File: src/rtl/reset_sequencer.sv
// reset_sequencer: holds every downstream reset domain in reset for a minimum
// time after a system reset or software request, then releases the domains
// one at a time, lowest index first, with a programmed gap between releases.
//
// Build option:
//   RESET_SEQ_ACK_EN  defined   - each advance also waits for the acknowledge
//                                 of the most recently released domain, and a
//                                 missing acknowledge sets a sticky error flag.
//                     undefined - advances are purely counter-timed, ack_i is
//                                 ignored and error_o is held at 0.
//
// state      | meaning
// -----------+-------------------------------------------------------------
// ST_ASSERT  | every domain in reset, counting the hold time
// ST_RELEASE | domains 0..stage_o-1 released, timing the next advance
// ST_DONE    | all domains released, ready_o high, waiting for a reset
module reset_sequencer #(
    parameter int NUM_DOMAINS  = 4,
    parameter int HOLD_CYCLES  = 8,
    parameter int STAGE_CYCLES = 4,
    parameter int ACK_TIMEOUT  = 64
) (
    input  logic                               clk_i,
    input  logic                               reset_i,
    input  logic                               sw_reset_req_i,
    input  logic [NUM_DOMAINS-1:0]             ack_i,
    output logic [NUM_DOMAINS-1:0]             reset_no,
    output logic [$clog2(NUM_DOMAINS+1)-1:0]   stage_o,
    output logic                               ready_o,
    output logic                               error_o
);

    localparam int STAGE_W = $clog2(NUM_DOMAINS + 1);
    // The counter must reach both the hold time and the acknowledge timeout.
    localparam int CNT_MAX = (HOLD_CYCLES > ACK_TIMEOUT) ? HOLD_CYCLES : ACK_TIMEOUT;
    localparam int CNT_W   = $clog2(CNT_MAX + 1);

    localparam logic [CNT_W-1:0]   HOLD_TC   = CNT_W'(HOLD_CYCLES);
    localparam logic [CNT_W-1:0]   STAGE_TC  = CNT_W'(STAGE_CYCLES);
    localparam logic [CNT_W-1:0]   ACK_TC    = CNT_W'(ACK_TIMEOUT);
    localparam logic [STAGE_W-1:0] LAST_STG  = STAGE_W'(NUM_DOMAINS);

    typedef enum logic [1:0] {
        ST_ASSERT  = 2'd0,
        ST_RELEASE = 2'd1,
        ST_DONE    = 2'd2
    } state_t;

    state_t           state;
    logic [CNT_W-1:0] cnt;

    logic stage_elapsed;
    logic last_stage;
    logic advance;
    logic timeout;

    // Cycle count since the last release edge: cnt equals the number of edges
    // elapsed, so the gap has elapsed once it reaches STAGE_CYCLES.
    assign stage_elapsed = (cnt >= STAGE_TC);
    assign last_stage    = (stage_o == LAST_STG);

`ifdef RESET_SEQ_ACK_EN
    logic ack_cur;

    // Select the acknowledge of the domain released most recently.
    always_comb begin
        ack_cur = 1'b0;
        for (int k = 0; k < NUM_DOMAINS; k++) begin
            if (stage_o == STAGE_W'(k + 1)) begin
                ack_cur = ack_i[k];
            end
        end
    end

    assign advance = stage_elapsed && ack_cur;
    // cnt saturates at ACK_TIMEOUT, so this also re-fires harmlessly on every
    // later edge; the flag is sticky anyway.
    assign timeout = (cnt == ACK_TC) && !advance;
`else
    logic unused_ack;

    assign unused_ack = ^ack_i;
    assign advance    = stage_elapsed;
    assign timeout    = 1'b0;
`endif

    // Sequencer FSM with registered outputs; a reset or request restarts the
    // whole sequence on the same edge from any state.
    always_ff @(posedge clk_i) begin
        if (reset_i || sw_reset_req_i) begin
            state    <= ST_ASSERT;
            cnt      <= '0;
            reset_no <= '0;
            stage_o  <= '0;
            ready_o  <= 1'b0;
            error_o  <= 1'b0;
        end else begin
            case (state)
                ST_ASSERT: begin
                    if (cnt == HOLD_TC) begin
                        reset_no <= NUM_DOMAINS'(1);
                        stage_o  <= STAGE_W'(1);
                        cnt      <= CNT_W'(1);
                        state    <= ST_RELEASE;
                    end else begin
                        cnt <= cnt + CNT_W'(1);
                    end
                end
                ST_RELEASE: begin
                    if (advance) begin
                        if (last_stage) begin
                            ready_o <= 1'b1;
                            state   <= ST_DONE;
                        end else begin
                            reset_no <= (reset_no << 1) | NUM_DOMAINS'(1);
                            stage_o  <= stage_o + STAGE_W'(1);
                            cnt      <= CNT_W'(1);
                        end
                    end else begin
                        if (cnt != ACK_TC) begin
                            cnt <= cnt + CNT_W'(1);
                        end
                        if (timeout) begin
                            error_o <= 1'b1;
                        end
                    end
                end
                ST_DONE: begin
                    state <= ST_DONE;
                end
                default: begin
                    state <= ST_ASSERT;
                end
            endcase
        end
    end

endmodule

File: config.mk
export PLATFORM = sky130hd
export DESIGN_NAME = reset_sequencer
export DESIGN_NICKNAME = d
export VERILOG_FILES = /design/src/rtl/reset_sequencer.sv
export SDC_FILE = /design/constraint.sdc
export NUM_CORES = 1
export LEC_CHECK = 0
export ABC_AREA = 1
export CAP_MARGIN = 25
export CORE_ASPECT_RATIO = 0.6
export CORE_MARGIN = 2
export CORE_UTILIZATION = 50
export CTS_BUF_LIST = sky130_fd_sc_hd__clkbuf_4 sky130_fd_sc_hd__clkbuf_8
export CTS_CLUSTER_DIAMETER = 30
export DETAILED_ROUTE_END_ITERATION = 16
export MAX_ROUTING_LAYER = met4
export PLACE_DENSITY = 0.88
export SYNTH_ARGS = -nofsm -noshare
export SYNTH_HDL_FRONTEND = slang
export SYNTH_SLANG_ARGS = --single-unit
File: constraint.sdc
create_clock -name clk_i -period 1.4 [get_ports clk_i]
set_input_delay 0.28 -clock clk_i [delete_from_list [all_inputs] [get_ports clk_i]]
set_output_delay 0.28 -clock clk_i [all_outputs]
set_load 0.005 [all_outputs]
==> metrics <==
status finished with violations; violations in the final reports negative setup slack; syn_nets 180; initial antenna violation count 0; unrepaired setup endpoints after global routing yes; Netlist cell types 26; setup_tns -0.0758 ns; top-area cell type share of the netlist area 0.300; share of cells above drive strength 1 0.410; CP Data Arrival Time 1.64 ns; most area-consuming cells after synthesis dfxtp_1 30%, nand2_1 16%, nor2_1 6.9%; Mapped Area 1130 um2; Power per Cell Area 577 nW/um2; minimum clock period 1.44 ns; Slowest-stage cell, CP dfxtp_1; critical path class flop to flop; main combinational cell family by area after synthesis simple AND/OR/NAND/NOR gates; largest net degree at the start of global routing 11; fin. max-slew vios 0; clock network latency to the later pin of the worst-skew pair 0.26 ns; vias post-DR 1,271; I/O pin count 16; fmax 694 MHz; site row count 13; total CTS buffers 3; post-cts hold buffer count 0; Root Buffer clkbuf_8; #FFs+latches synth 17; Startpoint Class flop; Leak Pwr 0.747 nW; gate count of the mapped netlist 167; number of vias per cell 5.53; Core Area 2160 um2; wire per inst 15.9 um; ys async rst share 0; crit share post-route 1.03; Vert. Die Dim 40.9 um; worst slack, placed -0.0521 ns; CP Capture Type flop; Hold Crit Start ready_o; Area Growth Syn to Fin 42.9%; number of remaining DRC errors 0; maximum vdd drop 0.590 mV; fin cells 230; total die area 2680 um2; Seq/Total Area, Yosys 0.300; fin util 0.750; DPL Wire Length 2.04 mm; Max H-tree Level 1; final worst-path setup slack -0.0418 ns; ANT cells 0; largest area contributor in the netlist dfxtp_1; CTS tree built; WP data required 1.59 ns; Die W 65.5 um; Final setup viols 3; Simple-Gate Fraction of Synth Area 0.443; crit-path max FO 8; Clock transition at path regs 0.06 ns; Worst Setup SP cnt[3]; worst-case clock skew 0.00128 ns; Max Buffers Root-to-Sink 2; DRT iter0 DRCs 146; first drt pass iteration count 6; EDFF count, synth 0; Syn. warnings 0; vias in the first global route 1,034; global-route wire length before repair 4.75 mm; FF-to-FF Start cnt[3]; grt ovf 0; Initial Util 0.525; max_cap viols 0; # fillers 131; Synth Area in Adders 0.0662; GRT Total Usage 0.258; multiplexer area fraction after synthesis 0; Final GP Congestion 0.867; most frequent cells in the layout 39 x nand2_1, 19 x nor2_1, 19 x buf_4; commonest non-fill, non-tap cell in the layout nand2_1; DP Cell Count 216; Synth Flop Type dfxtp_1; Final #Nets 214; clk sinks 17; Worst Hold Class flop to flop; Cell Chain, Critical Path inv_2 -> nor2_4 -> nand2_4 -> nand2_4 -> nand3_4 -> nand2_1 -> nand2_1 -> nor2_2; Synth Area in Compound Gates 0.0695; Synth Area in XOR/XNOR 0.00772; final hold viol count 0; largest incremental delay on the critical path 0.52 ns; final hold slack 0.470 ns; port bufs 10; Detailed Route WL 3.65 mm; Mapped Avg Cell Area 6.80 um2; ANT nets after route 0
-- worst max-delay path: cells and delay by family (launching register included) --
family	cells	cell delay [ns]
AND/OR/NAND/NOR	7	0.76
flip-flops	1	0.52
buffers and inverters	1	0.11
-- area by class of cell --
type	count	area [um2]	share of cell area
Multi-Input combinational cell	123	803	0.495
Sequential cell	17	360	0.222
Timing Repair Buffer	31	268	0.165
Inverter	25	104	0.0640
Clock buffer	4	48.8	0.0301
Tap cell	30	37.5	0.0231
-- worst paths after layout --
kind           endpoint  slack [ns]  depth (start not counted)
max          stage_o[0]       -0.04                          8
min             ready_o        0.47                          2
max reg2reg  stage_o[0]       -0.04                          8
min reg2reg     ready_o        0.47                          2
-- cells in the mapped netlist (2+ instances only) --
| master | instances |
|---|---|
| inv_2 | 4 |
| nor2_2 | 6 |
| nand2_1 | 48 |
| inv_4 | 2 |
| nor2_4 | 2 |
| a21oi_1 | 7 |
| inv_1 | 17 |
| ha_1 | 6 |
| clkinv_1 | 2 |
| buf_4 | 2 |
| o21ai_1 | 4 |
| nand3_1 | 11 |
| dfxtp_1 | 17 |
| nand4_1 | 6 |
| nand3_4 | 2 |
| nor2_1 | 21 |
-- through the flow --
| step | total power, W | area [um2] |
|---|---|---|
| 2_1_floorplan | 0.000526 | 1130 |
| 3_3_place_gp | 0.000539 | 1340 |
| 3_5_place_dp | 0.000541 | 1340 |
| 4_1_cts | 0.000928 | 1450 |
| 5_1_grt | 0.000971 | 1620 |
| 6_report | 0.000936 | 1620 |
-- timing repair --
| item | in CTS | in global routing |
|---|---|---|
| cloned | 1 | 0 |
| gates resized for setup | 18 | 41 |
| buffers inserted | 3 | 6 |
| setup endpoints to repair | 19 | 19 |
| pin swaps | 4 | 11 |
-- logic make-up (layout without fill, tap and decap cells) --
family | count (synthesis) | after routing
compound gates | 13 | 14
xor+xnor | 1 | 1
fa+ha+maj | 6 | 6
buf+inv | 28 | 60
flops | 17 | 17
other cells | 1 | 1
simple gates | 101 | 101
-- state kept, by name (all words and copies together), names as in the netlist --
name and count:
cnt 7, reset_no 4, ready_o 1, state 2, stage_o 3
-- routing by layer --
| layer | track usage | wire, um | vias up |
|---|---|---|---|
| li1 | - | - | 590 |
| met1 | 0.292 | 1380 | 567 |
| met2 | 0.421 | 1740 | 93 |
| met3 | 0.0659 | 392 | 21 |
| met4 | 0.182 | 140 | 0 |
| met5 | - | 0 | - |
-- where the power goes --
part	internal, W	switching (W)	leakage, nW
Combinational	0.0000239	0.0000271	0.577
Sequential	0.000483	0.00000680	0.143
Clock	0.000222	0.000173	0.0262
Total	0.000729	0.000207	0.747
Note: power is estimated with default switching activity, not from simulation.
==> edit: new RTL, same flow settings <==
The parameter `NUM_DOMAINS` goes from 4 to 8.
--- a/src/rtl/reset_sequencer.sv
+++ b/src/rtl/reset_sequencer.sv
@@ -15,7 +15,7 @@
 // ST_RELEASE | domains 0..stage_o-1 released, timing the next advance
 // ST_DONE    | all domains released, ready_o high, waiting for a reset
 module reset_sequencer #(
-    parameter int NUM_DOMAINS  = 4,
+    parameter int NUM_DOMAINS  = 8,
     parameter int HOLD_CYCLES  = 8,
     parameter int STAGE_CYCLES = 4,
     parameter int ACK_TIMEOUT  = 64
Ports: changed (resized ack_i, reset_no and stage_o); port bits go from 16 to 25. The function was not compared with the original's and may differ.
==> edit against the unedited design <==
The flow still finishes with violations (negative setup slack); worst hold slack worse by 18 ps; sequential power grew 28%; sequential cell count is 5 higher; critical endpoint is now cnt[6]; combinational power increased by 8.2%; worst setup slack lost 160 ps; fmax fell by 9.9%; utilization is 7.7 points higher; non-clock buffer count grew 20; design area increased by 29%; sequential share of layout area is 0.33 points higher; wire length grew 52%; total power increased by 15%; area after synthesis increased by 18%; critical path depth is 1 higher.
==> edit: results (changes against the unedited design) <==
[synthesis]
ys_top_cells_by_area=dfxtp_1 33%, nand2_1 15%, nand3_1 8.6%
synth-xor-area-share_pct=1.31  ; +0.54 points
async_flop_share_pct=0  ; unchanged
synth_fa_ha_area_share_pct=5.61  ; -1.0 points
synth.distinct_cells=24  ; -7.7%
yosysSeqAreaShare_pct=32.9  ; +2.9 points
synth_compound_area_share_pct=6.45  ; -0.50 points
yosysTopAreaCell=dfxtp_1
yosysWarnings=0  ; unchanged
syn_nets=219  ; +22%
syn_avg_cell_area_um2=6.63  ; -2.5%
synthTopCellsByCount=52 x nand2_1, 29 x nor2_1, 23 x nand3_1, 22 x dfxtp_1, 21 x inv_1

[placement]
dpl-instance-area_um2=1660  ; +24%
gp_congestion=0.930  ; +7.2%
preCtsSetupSlack_ps=-159  ; -107 ps
port-buffer-count=15  ; +5
dp_hpwl_mm=2.26  ; +11%
dp_cells=262  ; +21%

[finish]
largest_register=reset_no
final_core_util_pct=82.7  ; +7.7 points
n_fill_cell=143  ; +9.2%
reg_top3=reset_no x8, cnt x7, stage_o x4
drive_gt1_share_pct=44.0  ; +3.0 points
fin_nets=271  ; +27%

[clock_network]
post_cts_buffers=6  ; +3
path_clk_slew_ps=80  ; +20 ps
cts_max_path_buffers=2  ; unchanged
h-tree-depth=1  ; unchanged
cts_resized=32  ; +14

[status]
violations=negative setup slack
status=finished with violations

[global_route]
grt.total_usage_pct=28.0  ; +2.3 points
grt_pass1_vias=1385  ; +34%
grt_pass1_wl_mm=6.43  ; +35%
grt_max_degree=17  ; +6

[drt]
firstDrtPassIters=5  ; -1
drtIter0Drc=202  ; +38%
vias=1768  ; +39%
avgViaCountPerCell=6.23  ; +13%
wl_per_cell_um=19.5  ; +23%

[sta]
skew_ps=2.00  ; +0.718 ps
setup_viol=20  ; +17
setup_ws_ps=-200  ; -158 ps
finalSetupTns_ps=-2500  ; -2420 ps

[worst_hold_path]
whs_path_depth=2  ; unchanged
hold_class=flop to flop

[pwr]
swShare_pct=21.6  ; -0.51 points
ir_worst_vdd_mv=0.503  ; -15%
power.leakage_uw=0.000993  ; +33%

[setup_path]
reg2reg_depth=9  ; +1
crit_arrival_ps=1760  ; +120 ps
cp_slowest_cell=dfxtp_2
crit_path_max_fanout=4  ; -4
slowest_delay_ps=340  ; -180 ps

[edit: cell count changes after synthesis, sizes merged, moves of 2 or more]
cell    unedited run  this run
nand2             50        58
nand4              7         4
inv               23        27
nand3             14        26
clkbuf             0         2
dfxtp             17        22
nor2              29        33
clkinv             2         0
buf                3         5
[edit: power groups by stage]
stage / registers [uW] / logic, uW / clock network (uW)
floorplan: 645 / 22.2 / 0
global route: 626 / 59.2 / 417
detailed placement: 644 / 45.5 / 0
CTS: 627 / 45.9 / 399
global placement: 644 / 44.7 / 0
finish: 626 / 55.2 / 392
[edit: worst register-to-register path, delay by kind of cell, from the launching register on]
kind	cells	cell delay (ps)
simple gates	7	790
flops	1	340
fa+ha+maj	1	240
buf+inv	1	130
[edit: kinds of logic (layout without fill, tap and decap cells)]
kind of cell,count (synthesis),in the layout
buffers and inverters,34,81
flip-flops,22,22
XOR/XNOR,2,2
adder cells (fa/ha/maj),6,6
AND/OR/NAND/NOR,123,125
AO/OA/AOI/OAI,14,15
other,1,1
[edit: layer usage]
metal	part of all wire [%]	wire length [um]	vias to the layer above	track usage, %
li1	-	-	737	-
met1	35	1950	799	33.7
met2	44	2450	167	47.3
met3	13	696	65	7.52
met4	7.9	437	0	8.30
met5	0	0	-	-
[edit: final timing paths]
check	from	end	slack, ps
worst min register to register	ready_o	ready_o	450
worst min-delay path	ready_o	ready_o	450
worst max register to register	cnt[0]	cnt[6]	-200
worst max-delay path	cnt[0]	cnt[6]	-200
[edit: cell type report]
| class | instances | share of cell area, % |
|---|---|---|
| Tap cell | 32 | 1.92 |
| Timing Repair Buffer | 51 | 22.4 |
| Clock buffer | 3 | 1.98 |
| Sequential cell | 22 | 22.6 |
| Multi-Input combinational cell | 149 | 46.1 |
| Inverter | 27 | 4.98 |
